==> src/rtl/audio_sample_interp_pkg.sv <==
// Shared audio definitions: interpolator FSM encoding and default sample format.
// Also referenced by dsm_dac users so the sample width stays consistent across the chain.
package audio_sample_interp_pkg;

  localparam int unsigned DataWidthDef  = 16;
  localparam int unsigned PrimeLevelDef = 2;

  typedef enum logic [0:0] {
    StPrime,
    StRun
  } interp_st_e;

endpackage

==> src/rtl/sample_fifo.sv <==
// Small circular sample buffer with registered occupancy.
// A push at full is refused even if a pop happens in the same cycle.
module sample_fifo #(
  parameter int unsigned WIDTH = 16,
  parameter int unsigned DEPTH = 4
) (
  input  logic                       clk_i,
  input  logic                       rst_n_i,
  input  logic                       push_i,
  input  logic [WIDTH-1:0]           data_i,
  input  logic                       pop_i,
  output logic [WIDTH-1:0]           head_o,
  output logic [$clog2(DEPTH):0]     level_o,
  output logic                       full_o
);

  localparam int unsigned PtrW   = $clog2(DEPTH);
  localparam int unsigned LevelW = PtrW + 1;

  logic [WIDTH-1:0]  mem_q [DEPTH];
  logic [PtrW-1:0]   wr_ptr_q, wr_ptr_d;
  logic [PtrW-1:0]   rd_ptr_q, rd_ptr_d;
  logic [LevelW-1:0] level_q, level_d;
  logic              push_ok, pop_ok;

  assign full_o  = (level_q == LevelW'(DEPTH));
  assign push_ok = push_i & ~full_o;
  // Only entries present at the start of the cycle may leave.
  assign pop_ok  = pop_i & (level_q != '0);
  assign head_o  = mem_q[rd_ptr_q];
  assign level_o = level_q;

  always_comb begin
    wr_ptr_d = wr_ptr_q + PtrW'(push_ok);
    rd_ptr_d = rd_ptr_q + PtrW'(pop_ok);
    level_d  = level_q;
    case ({push_ok, pop_ok})
      2'b10:   level_d = level_q + 1'b1;
      2'b01:   level_d = level_q - 1'b1;
      default: level_d = level_q;
    endcase
  end

  always_ff @(posedge clk_i or negedge rst_n_i) begin
    if (!rst_n_i) begin
      wr_ptr_q <= '0;
      rd_ptr_q <= '0;
      level_q  <= '0;
    end else begin
      wr_ptr_q <= wr_ptr_d;
      rd_ptr_q <= rd_ptr_d;
      level_q  <= level_d;
    end
  end

  always_ff @(posedge clk_i) begin
    if (push_ok) begin
      mem_q[wr_ptr_q] <= data_i;
    end
  end

endmodule

==> src/rtl/audio_sample_interp.sv <==
// Upsamples mixer samples by linear interpolation over 2^INTERP_SHIFT clocks per sample,
// with a priming buffer and a sticky underrun flag.
module audio_sample_interp
  import audio_sample_interp_pkg::*;
#(
  parameter int unsigned DATA_WIDTH   = DataWidthDef,
  parameter int unsigned FIFO_DEPTH   = 4,
  parameter int unsigned INTERP_SHIFT = 5,
  parameter int unsigned PRIME_LEVEL  = PrimeLevelDef
) (
  input  logic                          clk_i,
  input  logic                          rst_n_i,
  input  logic [DATA_WIDTH-1:0]         in_data_i,
  input  logic                          in_valid_i,
  output logic                          in_ready_o,
  output logic [DATA_WIDTH-1:0]         sample_o,
  output logic                          underrun_o,
  input  logic                          underrun_clr_i,
  output logic [$clog2(FIFO_DEPTH):0]   fifo_level_o
);

  localparam int unsigned LevelW = $clog2(FIFO_DEPTH) + 1;
  // Wide enough for (target - prev) * phase without overflow.
  localparam int unsigned ProdW  = DATA_WIDTH + INTERP_SHIFT + 2;

  interp_st_e                     state_q, state_d;
  logic        [INTERP_SHIFT-1:0] phase_q, phase_d;
  logic signed [DATA_WIDTH-1:0]   prev_q, prev_d;
  logic signed [DATA_WIDTH-1:0]   target_q, target_d;
  logic signed [DATA_WIDTH-1:0]   sample_q, sample_d;
  logic                           underrun_q, underrun_d;

  logic                           fifo_pop, fifo_full, underrun_set;
  logic        [DATA_WIDTH-1:0]   fifo_head;
  logic        [LevelW-1:0]       fifo_level;

  logic signed [ProdW-1:0]        prev_ext, delta, phase_ext, prod, value;
  logic                           unused_value_msb;

  sample_fifo #(
    .WIDTH (DATA_WIDTH),
    .DEPTH (FIFO_DEPTH)
  ) u_fifo (
    .clk_i   (clk_i),
    .rst_n_i (rst_n_i),
    .push_i  (in_valid_i & in_ready_o),
    .data_i  (in_data_i),
    .pop_i   (fifo_pop),
    .head_o  (fifo_head),
    .level_o (fifo_level),
    .full_o  (fifo_full)
  );

  assign in_ready_o   = ~fifo_full;
  assign fifo_level_o = fifo_level;
  assign sample_o     = sample_q;
  assign underrun_o   = underrun_q;

  // value = prev + floor((target - prev) * phase / 2^INTERP_SHIFT)
  always_comb begin
    prev_ext  = ProdW'(prev_q);
    delta     = ProdW'(target_q) - ProdW'(prev_q);
    phase_ext = ProdW'(phase_q);
    prod      = delta * phase_ext;
    value     = prev_ext + (prod >>> INTERP_SHIFT);
    sample_d  = value[DATA_WIDTH-1:0];
  end

  // Result is bounded by prev/target, so the dropped high bits are pure sign extension.
  assign unused_value_msb = ^value[ProdW-1:DATA_WIDTH];

  always_comb begin
    state_d      = state_q;
    phase_d      = phase_q;
    prev_d       = prev_q;
    target_d     = target_q;
    fifo_pop     = 1'b0;
    underrun_set = 1'b0;
    case (state_q)
      StPrime: begin
        phase_d = '0;
        prev_d  = target_q;
        if (fifo_level >= LevelW'(PRIME_LEVEL)) begin
          fifo_pop = 1'b1;
          target_d = fifo_head;
          state_d  = StRun;
        end
      end
      StRun: begin
        if (&phase_q) begin
          phase_d = '0;
          prev_d  = target_q;
          if (fifo_level != '0) begin
            fifo_pop = 1'b1;
            target_d = fifo_head;
          end else begin
            underrun_set = 1'b1;
            state_d      = StPrime;
          end
        end else begin
          phase_d = phase_q + 1'b1;
        end
      end
      default: state_d = StPrime;
    endcase
    // A same-cycle underrun event takes priority over the clear request.
    underrun_d = underrun_set | (underrun_q & ~underrun_clr_i);
  end

  always_ff @(posedge clk_i or negedge rst_n_i) begin
    if (!rst_n_i) begin
      state_q    <= StPrime;
      phase_q    <= '0;
      prev_q     <= '0;
      target_q   <= '0;
      sample_q   <= '0;
      underrun_q <= 1'b0;
    end else begin
      state_q    <= state_d;
      phase_q    <= phase_d;
      prev_q     <= prev_d;
      target_q   <= target_d;
      sample_q   <= sample_d;
      underrun_q <= underrun_d;
    end
  end

endmodule

==> config.mk <==
export PLATFORM = sky130hd
export DESIGN_NAME = audio_sample_interp
export DESIGN_NICKNAME = d
export VERILOG_FILES = /design/src/rtl/audio_sample_interp_pkg.sv /design/src/rtl/sample_fifo.sv /design/src/rtl/audio_sample_interp.sv
export SDC_FILE = /design/constraint.sdc
export NUM_CORES = 1
export LEC_CHECK = 0
export ABC_CLOCK_PERIOD_IN_PS = 7200
export CAP_MARGIN = 20
export CORE_AREA = 2 2 127 129
export DETAILED_ROUTE_END_ITERATION = 6
export DIE_AREA = 0 0 129 131
export PLACE_DENSITY = 0.78
export SKIP_CTS_REPAIR_TIMING = 1
export SLEW_MARGIN = 20
export SYNTH_ARGS = -nofsm -noshare
export SYNTH_HDL_FRONTEND = slang
export SYNTH_SLANG_ARGS = --single-unit
==> constraint.sdc <==
create_clock -name clk_i -period 7.2 [get_ports clk_i]
set_input_delay 1.8 -clock clk_i [delete_from_list [all_inputs] [get_ports clk_i]]
set_output_delay 1.8 -clock clk_i [all_outputs]
set_load 0.02 [all_outputs]
== Word-level counts from Yosys, hierarchy flattened ==
Memory sizes are Yosys's and may differ from the RTL's.
Index checks and enable logic that the tools add are counted.

* Register bits: 62
* Latch bits: 0
* Bits in writable memories: 64
* Memory bits (read-only): 0
* Input port bits: 20
* Output and inout bits: 21
* Word-level logic and storage cells: 57
* Memories: 1

* Add/subtract/negate cells: 7
* Multipliers: 1
* Div/mod/pow operators: 0
* $lt $le $gt $ge: 1
* Eq/ne operators: 6
* Shift operators: 0
* Muxes and demuxes: 20
* Bitwise gates (word level): 8
* Reduce and logical (&&, ||, !) cells: 4

{| class="wikitable"
|+ Memory list
! memory !! words !! bits a word !! rd ports !! clocked after memory_dff !! wr ports !! RTL line !! RTL
|-
| u_fifo.mem_q || 4 || 16 || 1 || 0 || 1 || sample_fifo.sv:20 || <nowiki>logic [WIDTH-1:0] mem_q [DEPTH];</nowiki>
|}

{| class="wikitable"
|+ Operators with widths
! operator !! count
|-
| $mux 16 || 4
|-
| $pmux 16 s2 || 2
|-
| $mul 17x6->21 || 1
|-
| $sub 16x16->17 || 1
|-
| $add 16x16->16 || 1
|-
| $pmux 5 s2 || 1
|-
| $mux 1 || 9
|-
| $pmux 3 s2 || 1
|-
| $add 5x1->5 const B || 1
|-
| $mux 5 || 1
|-
| $reduce_and 5->1 || 1
|-
| $add 2x1->2 || 2
|-
| $and 1x1->1 || 4
|-
| $ne 2x1->1 const B || 2
|-
| $pmux 1 s2 || 2
|-
| $add 3x1->3 const B || 1
|-
| $eq 3x3->1 const B || 1
|-
| $ge 3x2->1 const B || 1
|-
| $not 1->1 || 3
|-
| $reduce_and 3->1 || 1
|-
| $reduce_bool 3->1 || 1
|-
| $sub 3x1->3 const B || 1
|-
| $eq 2x1->1 const B || 1
|-
| $eq 2x2->1 const B || 1
|-
| other kinds (3) || 3
|}

== Longest topological paths before layout ==
* Word-level depth: 7
* Mapped depth: 33
* Depth with buffers taken out: 33

== Hierarchy ==
Synthesis repeated with hierarchy kept, for this count alone.

* Cells, all modules: 813
* Area, all modules: 9024.9 um^2

{| class="wikitable"
|+ Modules (own cells, without submodules)
! module !! times used !! cells an instance !! area an instance (um^2) !! seq. area each (um^2)
|-
| audio_sample_interp || 1 || 699 || 6323.6 || 1376.3
|-
| sample_fifo || 1 || 114 || 2701.3 || 2097.0
|}

== Least setup slack after synthesis ==
No wires, ideal clock.

* Path type: reg-to-reg
* From: register prev_q[0]
* To: register sample_q[15], in the netlist sample_o[15]
* Setup time: 123 ps
* Arrival time: 6628 ps
* Data required time: 7077 ps
* Setup slack: 450 ps
* Cell stages (with the launch flop): 31
* Buffers on the path: 0
* Clock period less this slack: 6750 ps
* Path through: dfrtp_1 > ha_1 > fa_1 > nor2b_1 > o21ai_0 > a21oi_1 > o41ai_1 > o21ai_0 > nor2_1 > xnor2_1 > and2_1 > fa_1 > fa_1 > inv_1 > fa_1 > inv_1 > ha_1 > and3_1 > a221oi_1 > o21ai_0 > a31oi_1 > or2b_1 > xor2_1 > ha_1 > a21o_1 > nor3_1 > o211ai_1 > a2111oi_0 > a211oi_1 > xnor2_1 > xnor2_1

* Word-level cells in the longest chain between the ends: 3

{| class="wikitable"
|+ Ends and longest elaborated chain
! element !! RTL line !! RTL
|-
| from (decl) || audio_sample_interp.sv:28 || <nowiki>logic signed [DATA_WIDTH-1:0] prev_q, prev_d;</nowiki>
|-
| from (signal assigned) || audio_sample_interp.sv:121 || <nowiki>prev_q <= prev_d;</nowiki>
|-
| $sub 16x16->17 || audio_sample_interp.sv:62 || <nowiki>delta = ProdW'(target_q) - ProdW'(prev_q);</nowiki>
|-
| $mul 17x6->21 || audio_sample_interp.sv:64 || <nowiki>prod = delta * phase_ext;</nowiki>
|-
| $add 16x16->16 * || audio_sample_interp.sv:65 || <nowiki>value = prev_ext + (prod >>> INTERP_SHIFT);</nowiki>
|-
| net value[15] || audio_sample_interp.sv:37 || <nowiki>logic signed [ProdW-1:0] prev_ext, delta, phase_ext, prod, value;</nowiki>
|-
| to (signal assigned) || audio_sample_interp.sv:123 || <nowiki>sample_q <= sample_d;</nowiki>
|-
| to (decl) || audio_sample_interp.sv:30 || <nowiki>logic signed [DATA_WIDTH-1:0] sample_q, sample_d;</nowiki>
|}

The timed path passes the listed nets; every way through them passes the cells marked *.
A chain may end at the register's enable or synchronous reset.

== Worst setup path in the final report ==
Ends and elaborated chain as after synthesis.

==> flow_metrics.py <==
metrics = {
    "floorplanning": {
        "die_y_um": 131,
        "start_util": 0.547,
        "rows": 46,
        "core-area_um2": 15600,
        "die_area_um2": 16900,
        "fp.dieW_um": 129,
        "io_pins": 41,
    },
    "cts": {
        "path_clk_slew_ns": 0.06,
        "cts.path.max_buffers": 2,
        "clock-sinks": 126,
        "cts_root_buf": "clkbuf_16",
        "clkLatencyLatePin_ns": 0.41,
        "htree_levels": 4,
        "numCtsBuffers": 17,
        "tritoncts": "yes",
    },
    "run_status": {
        "status": "finished clean",
    },
    "routing": {
        "dr.pass1.iters": 5,
        "drc": 0,
        "totalWireLength_um": 16900,
        "dr_total_vias": 5681,
        "ant_nets": 0,
        "drt_iter0_markers": 408,
        "vias_per_cell": 5.33,
        "wl_per_cell_um": 15.8,
    },
    "worst_setup_path": {
        "ff2ff_setup_slack_ns": 0.25,
        "crit_required_ns": 7.49,
        "cpMostUsedCell": "fa_1",
        "start_kind": "flip-flop",
        "worst_path_largest_cell_delay_ns": 0.55,
        "critPathMaxFanout": 5,
        "endpoint_kind": "flip-flop",
        "cp.arrival_ns": 7.24,
        "cp_slowest_cell": "fa_1",
        "path_class": "reg -> reg",
    },
    "grt": {
        "grt_use_total": 0.212,
        "grt_pass1_vias": 5654,
        "grt_start_max_net_pins": 63,
        "overflow": 0,
        "antenna_found_initial": 0,
        "grt_pass1_wl_um": 27800,
    },
    "layout": {
        "diodes": 0,
        "final_area_um2": 10200,
        "drive_gt1_frac": 0.180,
        "final_common_cell": "inv_1",
        "area_delta_synth_final_pct": 19.8,
        "fin_nets": 981,
        "stdcell_count": 1066,
        "layout_common_cells": "inv_1, and2_1, ha_1",
        "n_fill_cell": 1180,
    },
    "hold_path": {
        "min_path_type": "reg -> reg",
    },
    "synthesis": {
        "synth_edf_count": 64,
        "synthFlopType": "edfxtp_1",
        "ys_seq_area_frac": 0.407,
        "avgSynthCellArea_um2": 11.3,
        "syn-cell-area_um2": 8530,
        "synthDistinctLibCells": 51,
        "yosysWarnings": 0,
        "ys_seq_elements": 126,
        "synth_cells": 757,
        "syn-num-nets": 901,
        "async_flop_share": 0.492,
    },
    "placement": {
        "place_hpwl_um": 11800,
        "gp_congestion": 0.832,
        "post-place-ws_ns": -0.0470,
        "dp_cells": 1027,
        "dpl-instance-area_um2": 9380,
        "numPortBuffers": 40,
    },
    "sta": {
        "setup_violations": 0,
        "max_freq_mhz": 144,
        "tightest_slew_ns": 1.02,
        "fin_crit_sh": 0.965,
        "fin_skew_ns": 0.00917,
        "fin_ws_ns": 0.249,
        "drv_slew": 0,
        "slew_headroom": 0.319,
        "finalCriticalPeriod_ns": 6.95,
        "hold_viol_final": 0,
    },
    "job": {
        "maxCapViolCount": 0,
    },
}
==> critical path, delay by kind of cell, from the launching register on <==
family          cells  cell delay (ns)
compound gates     11             1.97
xor+xnor            4             0.76
fa+ha+maj           7             2.55
buf+inv             2             0.12
flops               1             0.42
simple gates        6             1.02
==> routing by layer <==
metal	part of all wire	GRT usage	up-vias
li1	-	-	2710
met1	0.45	0.287	2844
met2	0.51	0.360	106
met3	0.028	0.0314	21
met4	0.016	0.0646	0
met5	0	0	-
==> final timing paths <==
check / from / end / depth (start not counted)
setup / recovery: prev_q[0]$_DFFE_PN0P_ / sample_o[15]$_DFF_PN0_ / 30
hold reg to reg: target_q[1]$_DFFE_PN0P_ / prev_q[1]$_DFFE_PN0P_ / 2
min in group asynchronous: rst_n_i / sample_o[8]$_DFF_PN0_ / 2
hold / removal: target_q[1]$_DFFE_PN0P_ / prev_q[1]$_DFFE_PN0P_ / 2
max in group asynchronous: rst_n_i / u_fifo.rd_ptr_q[0]$_DFF_PN0_ / 2
setup reg to reg: prev_q[0]$_DFFE_PN0P_ / sample_o[15]$_DFF_PN0_ / 30
==> cell type report <==
cell class                 instances  area, um^2  area share
inverter                         112         420      0.0411
multi-input combinational        504        4870       0.477
clock inverter                    11        67.6     0.00661
tap                              216         270      0.0264
clock buffer                      21         450      0.0440
sequential                       126        3470       0.340
timing repair buffer              76         669      0.0655
==> cells in the mapped netlist, drive strengths merged (4+ instances only) <==
cell      n  share of area
and2     71          0.052
clkbuf   14         0.0062
nand2b    4         0.0029
inv     112          0.049
dfrtp    62           0.18
mux2     15          0.020
a21oi    18          0.011
o211ai    4         0.0035
o21a      5         0.0044
nor2b    15          0.011
a21o      7         0.0062
o21ai    34          0.020
xor2     17          0.017
xnor2    32          0.033
edfxtp   64           0.23
nand2    44          0.019
nand3     7         0.0041
nor3     15         0.0088
ha       73           0.11
fa       51           0.12
and3      7         0.0051
mux4     16          0.042
nor2     34          0.015
==> cell families (layout without fill, tap and decap cells) <==
family / count (synthesis) / in the layout / synth area share
simple gates: 206 / 206 / 0.126
buf+inv: 127 / 220 / 0.0559
xor+xnor: 49 / 49 / 0.0503
compound gates: 93 / 93 / 0.0711
fa+ha+maj: 124 / 124 / 0.227
mux: 32 / 32 / 0.0632
flops: 126 / 126 / 0.407
==> stage by stage <==
| step | hold slack (ns) | utilization | setup TNS, ns |
|---|---|---|---|
| 6_report | 0.509 | 0.656 | 0 |
| 5_1_grt | 0.539 | 0.656 | -0.0964 |
| 4_1_cts | 0.514 | 0.634 | -0.107 |
| 3_5_place_dp | 0.495 | 0.601 | -0.0470 |
| 3_3_place_gp | 0.485 | 0.601 | 0 |
| 2_1_floorplan | 0.471 | - | 0 |
==> registers in the layout, summed over array words and instances (netlist names) <==
| name | count |
|---|---|
| phase_q | 5 |
| prev_q | 16 |
| sample_o | 16 |
| state_q | 1 |
| target_q | 16 |
| u_fifo.level_o | 3 |
| u_fifo.mem_q | 64 |
| u_fifo.rd_ptr_q | 2 |
| u_fifo.wr_ptr_q | 2 |
| underrun_o | 1 |
Power is not shown: default switching activity piles up to over one toggle a cycle in this logic, so the estimate is an artifact.
